[config.mk]
export PLATFORM = sky130hd
export DESIGN_NAME = shift_rows_pipe
export DESIGN_NICKNAME = d
export VERILOG_FILES = /design/src/rtl/shift_rows_pipe.sv
export SDC_FILE = /design/constraint.sdc
export NUM_CORES = 1
export LEC_CHECK = 0
export ABC_AREA = 0
export CAP_MARGIN = 20
export CORE_MARGIN = 10
export CORE_UTILIZATION = 47
export CTS_BUF_LIST = sky130_fd_sc_hd__clkbuf_4
export DETAILED_ROUTE_END_ITERATION = 12
export PLACE_DENSITY = 0.77
export SLEW_MARGIN = 10
export SYNTH_ARGS = -nofsm -noshare
export SYNTH_HDL_FRONTEND = slang
export SYNTH_SLANG_ARGS = --single-unit
[constraint.sdc]
create_clock -name i_clk -period 15.3 [get_ports i_clk]
set_input_delay 4.59 -clock i_clk [delete_from_list [all_inputs] [get_ports i_clk]]
set_output_delay 4.59 -clock i_clk [all_outputs]
set_load 0.005 [all_outputs]
[src/rtl/shift_rows_pipe.sv]
// -----------------------------------------------------------------------------
// shift_rows_pipe
//
// Registered Rijndael row-shift stage (ShiftRows / InvShiftRows) for 4-, 6- or
// 8-column states. The byte permutation is combinational on the input side.
// The result is held in a two-entry output buffer: a main entry M that drives
// the outputs, and a skid entry S behind it. With S, o_ready can be a pure
// register output while the stage still sustains one block per cycle under
// backpressure.
//
// Parameters
//   NB     number of 32-bit state columns (4, 6 or 8)
//   TAG_W  width of the sideband tag carried with each block
//
// Ports
//   i_clk    rising-edge clock
//   i_rst    asynchronous active-high reset
//   i_flush  synchronous flush, discards both buffered entries
//   i_valid  input block valid
//   o_ready  stage can accept a block this cycle (registered, = !S.valid)
//   i_inv    0 = ShiftRows, 1 = InvShiftRows, sampled with the block
//   i_tag    sideband tag, passed through unchanged
//   i_block  state; column c = bits [32*(NB-c)-1 -: 32], row r = [31-8r -: 8]
//   o_valid  output block valid (M.valid)
//   i_ready  downstream accepts the output
//   o_block  shifted state, same packing as i_block
//   o_tag    tag of the block on o_block
// -----------------------------------------------------------------------------
module shift_rows_pipe #(
    parameter int NB    = 4,
    parameter int TAG_W = 4
) (
    input  logic              i_clk,
    input  logic              i_rst,
    input  logic              i_flush,
    input  logic              i_valid,
    output logic              o_ready,
    input  logic              i_inv,
    input  logic [TAG_W-1:0]  i_tag,
    input  logic [32*NB-1:0]  i_block,
    output logic              o_valid,
    input  logic              i_ready,
    output logic [32*NB-1:0]  o_block,
    output logic [TAG_W-1:0]  o_tag
);

    localparam int W = 32 * NB;

    generate
        if (!(NB == 4 || NB == 6 || NB == 8)) begin : g_bad_nb
            $error("shift_rows_pipe: NB must be 4, 6 or 8");
        end
    endgenerate

    // Row offset table: the 8-column state uses a wider spread for rows 2 and
    // 3 so that diffusion still covers the whole state in few rounds.
    function automatic int row_off(input int r);
        if (NB == 8) begin
            case (r)
                0:       return 0;
                1:       return 1;
                2:       return 3;
                default: return 4;
            endcase
        end
        return r;
    endfunction

    // Byte permutation. Forward takes each output byte from column c+s_r,
    // inverse from column c-s_r (both modulo NB); row index never changes.
    function automatic logic [W-1:0] shift_state(input logic [W-1:0] blk,
                                                 input logic           inv);
        logic [W-1:0] res;
        int           src;
        res = '0;
        for (int c = 0; c < NB; c++) begin
            for (int r = 0; r < 4; r++) begin
                if (inv) begin
                    src = (c - row_off(r) + NB) % NB;
                end else begin
                    src = (c + row_off(r)) % NB;
                end
                res[32*(NB-c)-1-8*r -: 8] = blk[32*(NB-src)-1-8*r -: 8];
            end
        end
        return res;
    endfunction

    // -------------------------------------------------------------------------
    // Input side: combinational shift of the offered block
    // -------------------------------------------------------------------------
    logic [W-1:0] shf_blk;
    logic         acc;
    logic         pop;

    assign shf_blk = shift_state(i_block, i_inv);

    // Buffer state
    logic             m_vld_q, m_vld_d;
    logic             s_vld_q, s_vld_d;
    logic [W-1:0]     m_blk_q, m_blk_d;
    logic [TAG_W-1:0] m_tag_q, m_tag_d;
    logic [W-1:0]     s_blk_q, s_blk_d;
    logic [TAG_W-1:0] s_tag_q, s_tag_d;

    assign o_ready = !s_vld_q;
    assign o_valid = m_vld_q;
    assign o_block = m_blk_q;
    assign o_tag   = m_tag_q;

    assign acc = i_valid && o_ready;
    assign pop = o_valid && i_ready;

    // Next-state for the two entries. S can only be valid while o_ready=0, so
    // the S->M move never coincides with an accept.
    always_comb begin
        m_vld_d = m_vld_q;
        s_vld_d = s_vld_q;
        m_blk_d = m_blk_q;
        m_tag_d = m_tag_q;
        s_blk_d = s_blk_q;
        s_tag_d = s_tag_q;

        if (i_flush) begin
            // Data registers keep stale contents; only the valids matter.
            m_vld_d = 1'b0;
            s_vld_d = 1'b0;
        end else if (s_vld_q && pop) begin
            m_blk_d = s_blk_q;
            m_tag_d = s_tag_q;
            s_vld_d = 1'b0;
        end else if (acc && (!m_vld_q || pop)) begin
            m_vld_d = 1'b1;
            m_blk_d = shf_blk;
            m_tag_d = i_tag;
        end else if (acc && m_vld_q && !pop) begin
            s_vld_d = 1'b1;
            s_blk_d = shf_blk;
            s_tag_d = i_tag;
        end else if (pop) begin
            m_vld_d = 1'b0;
        end
    end

    // -------------------------------------------------------------------------
    // Output side: main entry (drives the outputs, reset to zero)
    // -------------------------------------------------------------------------
    always_ff @(posedge i_clk or posedge i_rst) begin
        if (i_rst) begin
            m_vld_q <= 1'b0;
            s_vld_q <= 1'b0;
            m_blk_q <= '0;
            m_tag_q <= '0;
        end else begin
            m_vld_q <= m_vld_d;
            s_vld_q <= s_vld_d;
            m_blk_q <= m_blk_d;
            m_tag_q <= m_tag_d;
        end
    end

    // Skid entry payload is never observed while s_vld_q=0, so it needs no reset.
    always_ff @(posedge i_clk) begin
        s_blk_q <= s_blk_d;
        s_tag_q <= s_tag_d;
    end

endmodule

==> results of run 1 <==
power groups by stage:
stage	sequential (W)	clock (W)	combinational, W
CTS	0.000898	0.000739	0.000422
floorplan	0.000913	0	0.000145
finish	0.000897	0.000712	0.000414
detailed placement	0.000911	0	0.000420
global placement	0.000906	0	0.000414
global route	0.000909	0.000780	0.000447
layout by cell type, fill, tap and decap left out:
cell type	synthesis	layout
a211oi_1	1	1
a211oi_4	0	1
a21oi_1	2	2
buf_12	0	1
buf_2	20	1
buf_4	1	6
bufinv_16	0	4
clkbuf_4	0	119
clkdlybuf4s50_1	0	270
clkinv_1	0	9
dfrtp_1	134	134
edfxtp_1	132	132
inv_1	3	2
inv_2	0	1
inv_6	0	1
mux2_2	328	328
nand2_1	2	2
nand3_4	0	1
nor2_1	1	1
nor4b_4	0	1
o21ai_0	1	1
or2_1	1	1
cell families (layout without fill, tap and decap cells):
group	after synthesis	count (layout)	share of synthesized area (%)
multiplexers	328	328	32.66
flip-flops	266	266	64.70
buffers and inverters	38	414	2.047
AND/OR/NAND/NOR	6	6	0.2766
AO/OA/AOI/OAI	5	5	0.3098
cells in the mapped netlist:
library cell    n
o21ai_0         1
clkbuf_1        6
a21oi_1         2
buf_4           1
buf_2          20
nand2_1         2
mux2_2        328
nor4b_1         1
edfxtp_1      132
nor2_1          1
a211oi_1        1
inv_1           3
nand3_1         1
a211oi_2        1
buf_6           8
dfrtp_1       134
or2_1           1
registers in the layout, summed over array words and instances (netlist names):
signal   flops
s_vld_q      1
o_tag        4
s_blk_q    128
o_block    128
s_tag_q      4
o_valid      1
metrics by stage:
stage,setup WS (ns),util (%),cell area [µm²],power [W],std cells
finish,8.241,65.21,15350,0.002022,1338
global route,8.150,65.21,15350,0.002136,1338
CTS,8.283,65.21,15350,0.002059,1338
detailed placement,7.573,60.74,14300,0.001331,1205
global placement,7.571,60.74,14300,0.001321,1205
floorplan,2.757,-,11310,0.001058,643
area by class of cell:
cell class | count | area share (%)
Multi-Input combinational cell | 339 | 24.72
Sequential cell | 266 | 47.66
Inverter | 3 | 0.1060
Clock inverter | 14 | 1.027
Tap cell | 319 | 2.600
Clock buffer | 119 | 5.820
Timing Repair Buffer | 278 | 18.06
worst max-delay path, stage by stage:
cell and delay, ns:
clkdlybuf4s50_1 0.54, nand3_4 0.74, buf_4 0.88, mux2_2 0.41, mux2_2 0.26
path summary, 6_finish.rpt:
check | to | slack, ns | cells past startpoint | startpoint
max in group asynchronous | o_block[101] | 9.52 | 3 | i_rst
worst min-delay path | o_block[74] | 0.50 | 1 | o_block[74]
min in group asynchronous | o_tag[0] | 4.46 | 2 | i_rst
worst max register to register | o_block[118] | 12.29 | 4 | o_valid
worst min register to register | o_block[74] | 0.50 | 1 | o_block[74]
worst max-delay path | o_block[118] | 8.24 | 5 | i_ready
metal layers:
| layer | part of all wire [%] | GRT usage [%] |
|---|---|---|
| met1 | 42 | 21.17 |
| met2 | 45 | 25.68 |
| met3 | 12 | 9.981 |
| met4 | 1.6 | 5.581 |
| met5 | 0.040 | 0 |
==> impl_metrics.py, run 1 <==
metrics = {
    "final_layout": {
        "seq_area_mm2": 0.007317,
        "fillers": 1781,
        "area_growth_pct": 35.75,
        "antenna_cells": 0,
        "drive_gt1_share_pct": 45.53,
        "multi_input_area_mm2": 0.003795,
        "nNetsFinal": 1100,
    },
    "worst_setup_path": {
        "required_ns": 15.81,
        "worstPathArrival_ns": 7.57,
        "crit_path_start_kind": "input port",
        "criticalPathCategory": "input port to flip-flop",
        "end_kind": "flip-flop",
        "cp_max_fo": 68,
    },
    "drt": {
        "wl_per_cell_um": 20.31,
        "vias_per_cell": 5.078,
        "drtAntennaViolNets": 0,
        "drt_iter0_markers": 248,
        "drt-total-wl_mm": 27.17,
        "drcViolationCount": 0,
        "vias": 6794,
        "first_pass_iters": 4,
    },
    "grt": {
        "grt_antenna_before_repair": 1,
        "grt_pass1_wl_mm": 42.75,
        "grt_pass1_vias": 7591,
        "grt_use_total_pct": 17.44,
        "grt_max_degree": 133,
        "grt.overflow.total": 0,
    },
    "clock_tree": {
        "root_buffer": "clkbuf_4",
        "h-tree-depth": 3,
        "clockBufferDepth": 3,
        "clock_latency_ns": 0.64,
        "cts_setup_buffers": 0,
        "cts_resized": 0,
        "numCtsBuffers": 74,
        "cts.clk_slew.worst_paths_ns": 0.06,
        "cts_tree": "yes",
        "ctsHoldBuffers": 0,
        "cts.sink_count": 266,
    },
    "power_and_ir_drop": {
        "switchingPower_w": 0.0004777,
        "ir_drop_mv": 0.07642,
        "p_comb_share_pct": 20.5,
        "powerDensity_mw_per_mm2": 131.7,
        "intPower_w": 0.001544,
        "p_leak_nw": 5.829,
        "power_frac_clock_pct": 35.2,
        "seqPwrFrac_pct": 44.3,
        "switching_share_pct": 23.62,
    },
    "sta": {
        "hold_viol": 0,
        "setup_tns_ns": 0,
        "rsz0062_at_grt": "false",
        "whs_ns": 0.5042,
        "setup_viol": 0,
        "fin_crit_sh_pct": 46.14,
        "relSlewSlack_pct": 34.10,
        "drv_slew": 0,
        "finalCriticalPeriod_ns": 7.059,
        "skew_ns": 0.02508,
        "tightest_slew_ns": 0.9885,
        "clock.fmax_mhz": 141.7,
    },
    "die": {
        "rows": 56,
        "initial_core_util_pct": 48.03,
        "die_y_um": 175.1,
        "ios": 272,
        "die_area_mm2": 0.03067,
        "core_mm2": 0.02354,
        "die_w_um": 175.1,
    },
    "synth": {
        "netlist_instances": 643,
        "syn_area_mm2": 0.01131,
        "synth.top_cell.area_share_pct": 35.05,
        "yosysUniqueCellTypes": 17,
        "avgSynthCellArea_um2": 17.59,
        "syn-num-nets": 781,
        "yosysSeqAreaShare_pct": 64.70,
        "synthTopCellsByArea": "edfxtp_1 35%, mux2_2 33%, dfrtp_1 30%",
        "ys_warn_count": 0,
        "ys_ff_latch": 266,
        "yosys.area.top_type": "edfxtp_1",
    },
    "run": {
        "maxCapViolations": 0,
    },
    "worst_hold_path": {
        "hold_path.class": "flip-flop to flip-flop",
    },
    "status": {
        "run_status": "finished, final reports clean",
    },
    "placement": {
        "io_buffers": 271,
        "routabilityCongestion": 0.7596,
        "dp_hpwl_mm": 17.50,
    },
}
(Power assumes the default switching activity.)
==> run 2: changes to the inputs <==
==> constraint.sdc (replaced) <==
create_clock -name i_clk -period 5.9 [get_ports i_clk]
set_input_delay 1.77 -clock i_clk [delete_from_list [all_inputs] [get_ports i_clk]]
set_output_delay 1.77 -clock i_clk [all_outputs]
set_load 0.005 [all_outputs]
==> run 2 against run 1 <==
  * Total power grew to 2.5 times the previous value
  * Setup slack lost 5.9 ns
  * Via count grew 0.32%
  * Critical path depth shrank 3
  * Critical endpoint is now o_ready
  * Global-route usage is essentially flat
  * Wire length is essentially flat
  * Core utilization shrank 0.16 points
  * First-iteration DRC count grew 13%
  * Die area is the same
  * Combinational power grew to 2.6 times the previous value
==> impl_metrics.py, run 2 (same netlist as run 1, synthesis figures left out) <==
metrics = {
    "status": {
        "run_status": "finished, final reports clean",
    },
    "drt": {
        "drcViolationCount": 0,
        "drtAntennaViolNets": 0,
        "vias_per_cell": 5.087,
        "vias": 6816,
        "first_pass_iters": 4,
        "drt_iter0_markers": 281,
        "drt-total-wl_mm": 27.19,
        "wl_per_cell_um": 20.29,
    },
    "final_layout": {
        "area_growth_pct": 35.42,
        "multi_input_area_mm2": 0.003802,
        "stdcell_count": 1340,
        "nNetsFinal": 1102,
        "fillers": 1747,
        "drive_gt1_share_pct": 45.78,
        "final_common_cell": "mux2_2",
        "layout_common_cells": "328 x mux2_2, 270 x clkdlybuf4s50_1, 134 x dfrtp_1",
        "fin_area_mm2": 0.01531,
        "seq_area_mm2": 0.007317,
        "fin_util_pct": 65.05,
    },
    "placement": {
        "dp_hpwl_mm": 17.71,
        "placed_area_mm2": 0.01434,
        "io_buffers": 271,
        "routabilityCongestion": 0.7794,
        "place_inst": 1208,
    },
    "sta": {
        "hold_viol": 0,
        "rsz0062_at_grt": "false",
        "skew_ns": 0.04076,
        "drv_slew": 0,
        "tightest_slew_ns": 1.066,
        "finalCriticalPeriod_ns": 3.521,
        "setup_tns_ns": 0,
        "relSlewSlack_pct": 28.90,
        "fin_crit_sh_pct": 59.68,
        "setup_viol": 0,
        "clock.fmax_mhz": 284.0,
    },
    "die": {
        "ios": 272,
        "die_area_mm2": 0.03067,
        "die_w_um": 175.1,
        "rows": 56,
        "core_mm2": 0.02354,
        "die_y_um": 175.1,
        "initial_core_util_pct": 48.03,
    },
    "grt": {
        "grt.overflow.total": 0,
        "grt_antenna_before_repair": 2,
        "grt_use_total_pct": 17.49,
        "grt_max_degree": 85,
        "grt_pass1_vias": 7558,
        "grt_pass1_wl_mm": 42.64,
    },
    "worst_setup_path": {
        "r2r_cells": 4,
        "cp_max_fo": 6,
        "crit_path_start_kind": "flip-flop",
        "worstPathArrival_ns": 1.75,
        "reg2reg_from": "o_valid",
        "end_kind": "primary output",
        "r2r_slack_ns": 3.54,
        "required_ns": 4.13,
        "criticalPathCategory": "flip-flop to primary output",
        "r2r-end": "o_block[27]",
    },
    "power_and_ir_drop": {
        "p_total_w": 0.005101,
        "powerDensity_mw_per_mm2": 333.1,
        "switchingPower_w": 0.001232,
        "power_frac_clock_pct": 33.4,
        "intPower_w": 0.003869,
        "p_leak_nw": 5.808,
        "switching_share_pct": 24.15,
        "p_comb_share_pct": 21.1,
        "seqPwrFrac_pct": 45.5,
        "ir_drop_mv": 0.2275,
    },
    "clock_tree": {
        "numCtsBuffers": 73,
        "cts_setup_buffers": 0,
        "cts_resized": 0,
        "root_buffer": "clkbuf_4",
        "cts.clk_slew.worst_paths_ns": 0.06,
        "ctsHoldBuffers": 0,
        "cts.sink_count": 266,
        "clock_latency_ns": 0.66,
        "h-tree-depth": 3,
        "cts_tree": "yes",
        "clockBufferDepth": 3,
    },
    "run": {
        "maxCapViolations": 0,
    },
    "worst_hold_path": {
        "min_to": "o_block[90]",
        "hold_path.class": "flip-flop to flip-flop",
        "hold_start": "o_block[90]",
        "holdPathStages": 1,
    },
}
-- run 2: metal layers --
layer	wire length, µm	track usage [%]
met5	11	0
met4	524	6.217
met3	2685	8.666
met2	12180	26.15
met1	11780	21.50
-- run 2: worst max-delay path, stage by stage (launching register included) --
cell,delay [ns]
dfrtp_1,0.46
inv_1,0.14
clkdlybuf4s50_1,0.52
-- run 2: cell type report --
cell class	count	share of cell area (%)
clock inverter	13	0.5393
timing repair buffer	281	18.33
inverter	3	0.1062
antenna	1	0.01634
sequential	266	47.78
tap	319	2.606
multi-input combinational	339	24.83
clock buffer	118	5.785
-- run 2: stage by stage --
stage                     setup WS (ns)  hold WS (ns)
after floorplan                 -0.5745        0.5053
after CTS                         2.303        0.5093
after global routing              2.276        0.5193
final                             2.379        0.5022
after detailed placement          1.722        0.4943
after global placement            1.751        0.4888
-- run 2: how the worst max path moves through the flow --
stage                        from           end  slack (ns)  depth (start not counted)
after floorplan           i_flush    s_blk_q[0]       -0.57                          1
after global placement    i_ready   o_block[27]        1.75                          5
after detailed placement  i_ready  o_block[105]        1.72                          5
after CTS                 s_vld_q       o_ready        2.30                          2
after global routing      s_vld_q       o_ready        2.28                          2
final                     s_vld_q       o_ready        2.38                          2
-- run 2: power groups by stage --
stage | clock, W | combinational [W] | sequential (W)
global route | 0.00187 | 0.00116 | 0.00235
global placement | 0 | 0.00108 | 0.00235
CTS | 0.00177 | 0.00110 | 0.00232
floorplan | 0 | 0.000377 | 0.00237
finish | 0.00170 | 0.00108 | 0.00232
detailed placement | 0 | 0.00109 | 0.00236
==> run 3: changes to the inputs <==
--- a/config.mk
+++ b/config.mk
@@ -8,10 +8,10 @@
 export ABC_AREA = 0
 export CAP_MARGIN = 20
 export CORE_MARGIN = 10
-export CORE_UTILIZATION = 47
+export CORE_UTILIZATION = 52
 export CTS_BUF_LIST = sky130_fd_sc_hd__clkbuf_4
 export DETAILED_ROUTE_END_ITERATION = 12
-export PLACE_DENSITY = 0.77
+export PLACE_DENSITY = 0.81
 export SLEW_MARGIN = 10
 export SYNTH_ARGS = -nofsm -noshare
 export SYNTH_HDL_FRONTEND = slang
==> constraint.sdc (replaced) <==
create_clock -name i_clk -period 3.45 [get_ports i_clk]
set_input_delay 1.035 -clock i_clk [delete_from_list [all_inputs] [get_ports i_clk]]
set_output_delay 1.035 -clock i_clk [all_outputs]
set_load 0.005 [all_outputs]
==> run 3 against run 2 <==
  * Flip-flop and latch count unchanged
  * Critical path depth is 1 lower
  * Non-clock buffer count rose by 4
  * Clock skew shrank 0.016 ns
  * Final area is 0.37% higher
  * Total power up 71%
  * Core utilization rose by 7.4 points
  * Clock power grew 69%
  * Sequential power up 72%
  * Setup slack worse by 1.8 ns
  * Largest power group unchanged
  * Highest routed layer is now met4
==> impl_metrics.py, run 3 (same netlist as run 1, synthesis figures left out) <==
metrics = {
    "worst_setup_path": {
        "end_kind": "primary output",
        "critPathMaxStageDelay_ns": 0.65,
        "cp_max_fo": 8,
        "startpoint": "o_valid",
        "crit_path_start_kind": "flip-flop",
        "reg2reg_from": "o_valid",
        "crit_chain": "clkdlybuf4s50_1",
        "r2r_slack_ns": 1.41,
        "path_delay_family": "buffers and inverters",
        "required_ns": 2.41,
        "slowest_stage": "clkdlybuf4s50_1",
        "r2r-end": "o_block[111]",
        "critPathBufInv": 1,
        "worstPathArrival_ns": 1.79,
        "r2r_cells": 5,
        "criticalPathCategory": "flip-flop to primary output",
    },
    "die": {
        "rows": 53,
        "die_w_um": 167.5,
        "die_area_mm2": 0.02805,
        "initial_core_util_pct": 53.29,
        "core_mm2": 0.02122,
        "die_y_um": 167.5,
        "ios": 272,
    },
    "sta": {
        "rsz0062_at_grt": "false",
        "hold_viol": 0,
        "whs_ns": 0.5091,
        "finalCriticalPeriod_ns": 2.821,
        "fin_crit_sh_pct": 81.78,
        "setup_viol": 0,
        "relSlewSlack_pct": 62.87,
        "setup_tns_ns": 0,
        "tightest_slew_ns": 0.5570,
        "skew_ns": 0.02468,
        "clock.fmax_mhz": 354.4,
        "drv_slew": 0,
        "setup_ws_ns": 0.6286,
    },
    "placement": {
        "preCtsSetupSlack_ns": 0.3587,
        "dp_hpwl_mm": 19.68,
        "routabilityCongestion": 0.8494,
        "io_buffers": 271,
    },
    "clock_tree": {
        "h-tree-depth": 3,
        "cts.sink_count": 266,
        "ctsHoldBuffers": 0,
        "cts_tree": "yes",
        "cts_setup_buffers": 0,
        "root_buffer": "clkbuf_4",
        "clock_latency_ns": 0.66,
        "cts.clk_slew.worst_paths_ns": 0.07,
        "cts_resized": 0,
        "clockBufferDepth": 3,
        "numCtsBuffers": 70,
    },
    "grt": {
        "grt_pass1_wl_mm": 44.64,
        "grt_use_total_pct": 19.88,
        "grt_pass1_vias": 7851,
        "grt.overflow.total": 0,
        "grt_antenna_before_repair": 1,
        "grt_max_degree": 99,
    },
    "worst_hold_path": {
        "holdPathStages": 1,
        "min_to": "o_block[1]",
        "hold_start": "o_block[1]",
        "hold_path.class": "flip-flop to flip-flop",
    },
    "power_and_ir_drop": {
        "ir_drop_mv": 0.3306,
        "p_leak_nw": 5.839,
        "powerDensity_mw_per_mm2": 568.9,
    },
    "final_layout": {
        "fin_util_pct": 72.43,
        "layout_common_cells": "328 x mux2_2, 270 x clkdlybuf4s50_1, 134 x dfrtp_1",
        "fillers": 1364,
        "drive_gt1_share_pct": 45.30,
        "area_growth_pct": 35.91,
        "final_common_cell": "mux2_2",
        "nNetsFinal": 1103,
    },
    "drt": {
        "first_pass_iters": 4,
        "drcViolationCount": 0,
        "vias_per_cell": 5.300,
        "drt-total-wl_mm": 28.29,
        "drt_iter0_markers": 341,
        "wl_per_cell_um": 21.80,
        "vias": 6880,
        "drtAntennaViolNets": 0,
    },
    "status": {
        "run_status": "finished, final reports clean",
    },
    "run": {
        "maxCapViolations": 0,
    },
}
## run 3: cell count changes in the layout (fill, tap and decap cells not counted), sizes merged
cell	delta
clkinvlp	+1
inv	-1
buf	+4
bufinv	+1
clkinv	+7
clkbuf	-10
## run 3: how the worst max path moves through the flow
stage / to / slack, ns / cells past startpoint
4_1_cts: o_ready / 0.55 / 2
5_1_grt: o_valid / 0.49 / 1
2_1_floorplan: s_blk_q[0] / -2.29 / 1
3_3_place_gp: o_block[108] / 0.42 / 6
3_5_place_dp: o_block[111] / 0.36 / 6
6_report: o_valid / 0.63 / 1
## run 3: layout make-up
cell class / instances / area (µm²) / share of cell area, %
Sequential cell: 266 / 7317 / 47.61
Multi-Input combinational cell: 339 / 3802 / 24.74
Timing Repair Buffer: 285 / 2938 / 19.11
Clock buffer: 108 / 810.8 / 5.275
Tap cell: 275 / 344.1 / 2.239
Clock inverter: 21 / 140.1 / 0.9118
Inverter: 3 / 15.01 / 0.09769
Antenna cell: 1 / 2.502 / 0.01628
## run 3: report_power, final
| part | internal [W] | leakage (nW) | switching (W) | total [W] |
|---|---|---|---|---|
| clock | 0.00158 | 0.560 | 0.00129 | 0.00287 |
| sequential | 0.00376 | 2.77 | 0.000238 | 0.00400 |
| combinational | 0.00126 | 2.51 | 0.000618 | 0.00187 |
| total | 0.00660 | 5.84 | 0.00215 | 0.00874 |
## run 3: routing by layer
| layer | vias to the layer above | GRT usage [%] | share of wire, % |
|---|---|---|---|
| met5 | - | 0 | 0 |
| met4 | 0 | 7.343 | 1.9 |
| met3 | 53 | 8.661 | 9.0 |
| met2 | 256 | 32.07 | 49 |
| met1 | 3457 | 23.09 | 40 |
| li1 | 3114 | - | - |
## run 3: stage by stage
stage | instance area (µm²) | cells | power [W]
2_1_floorplan | 11330 | 643 | 0.004692
3_3_place_gp | 14420 | 1168 | 0.005865
3_5_place_dp | 14420 | 1168 | 0.005955
4_1_cts | 15370 | 1297 | 0.008886
5_1_grt | 15370 | 1298 | 0.009193
6_report | 15370 | 1298 | 0.008744
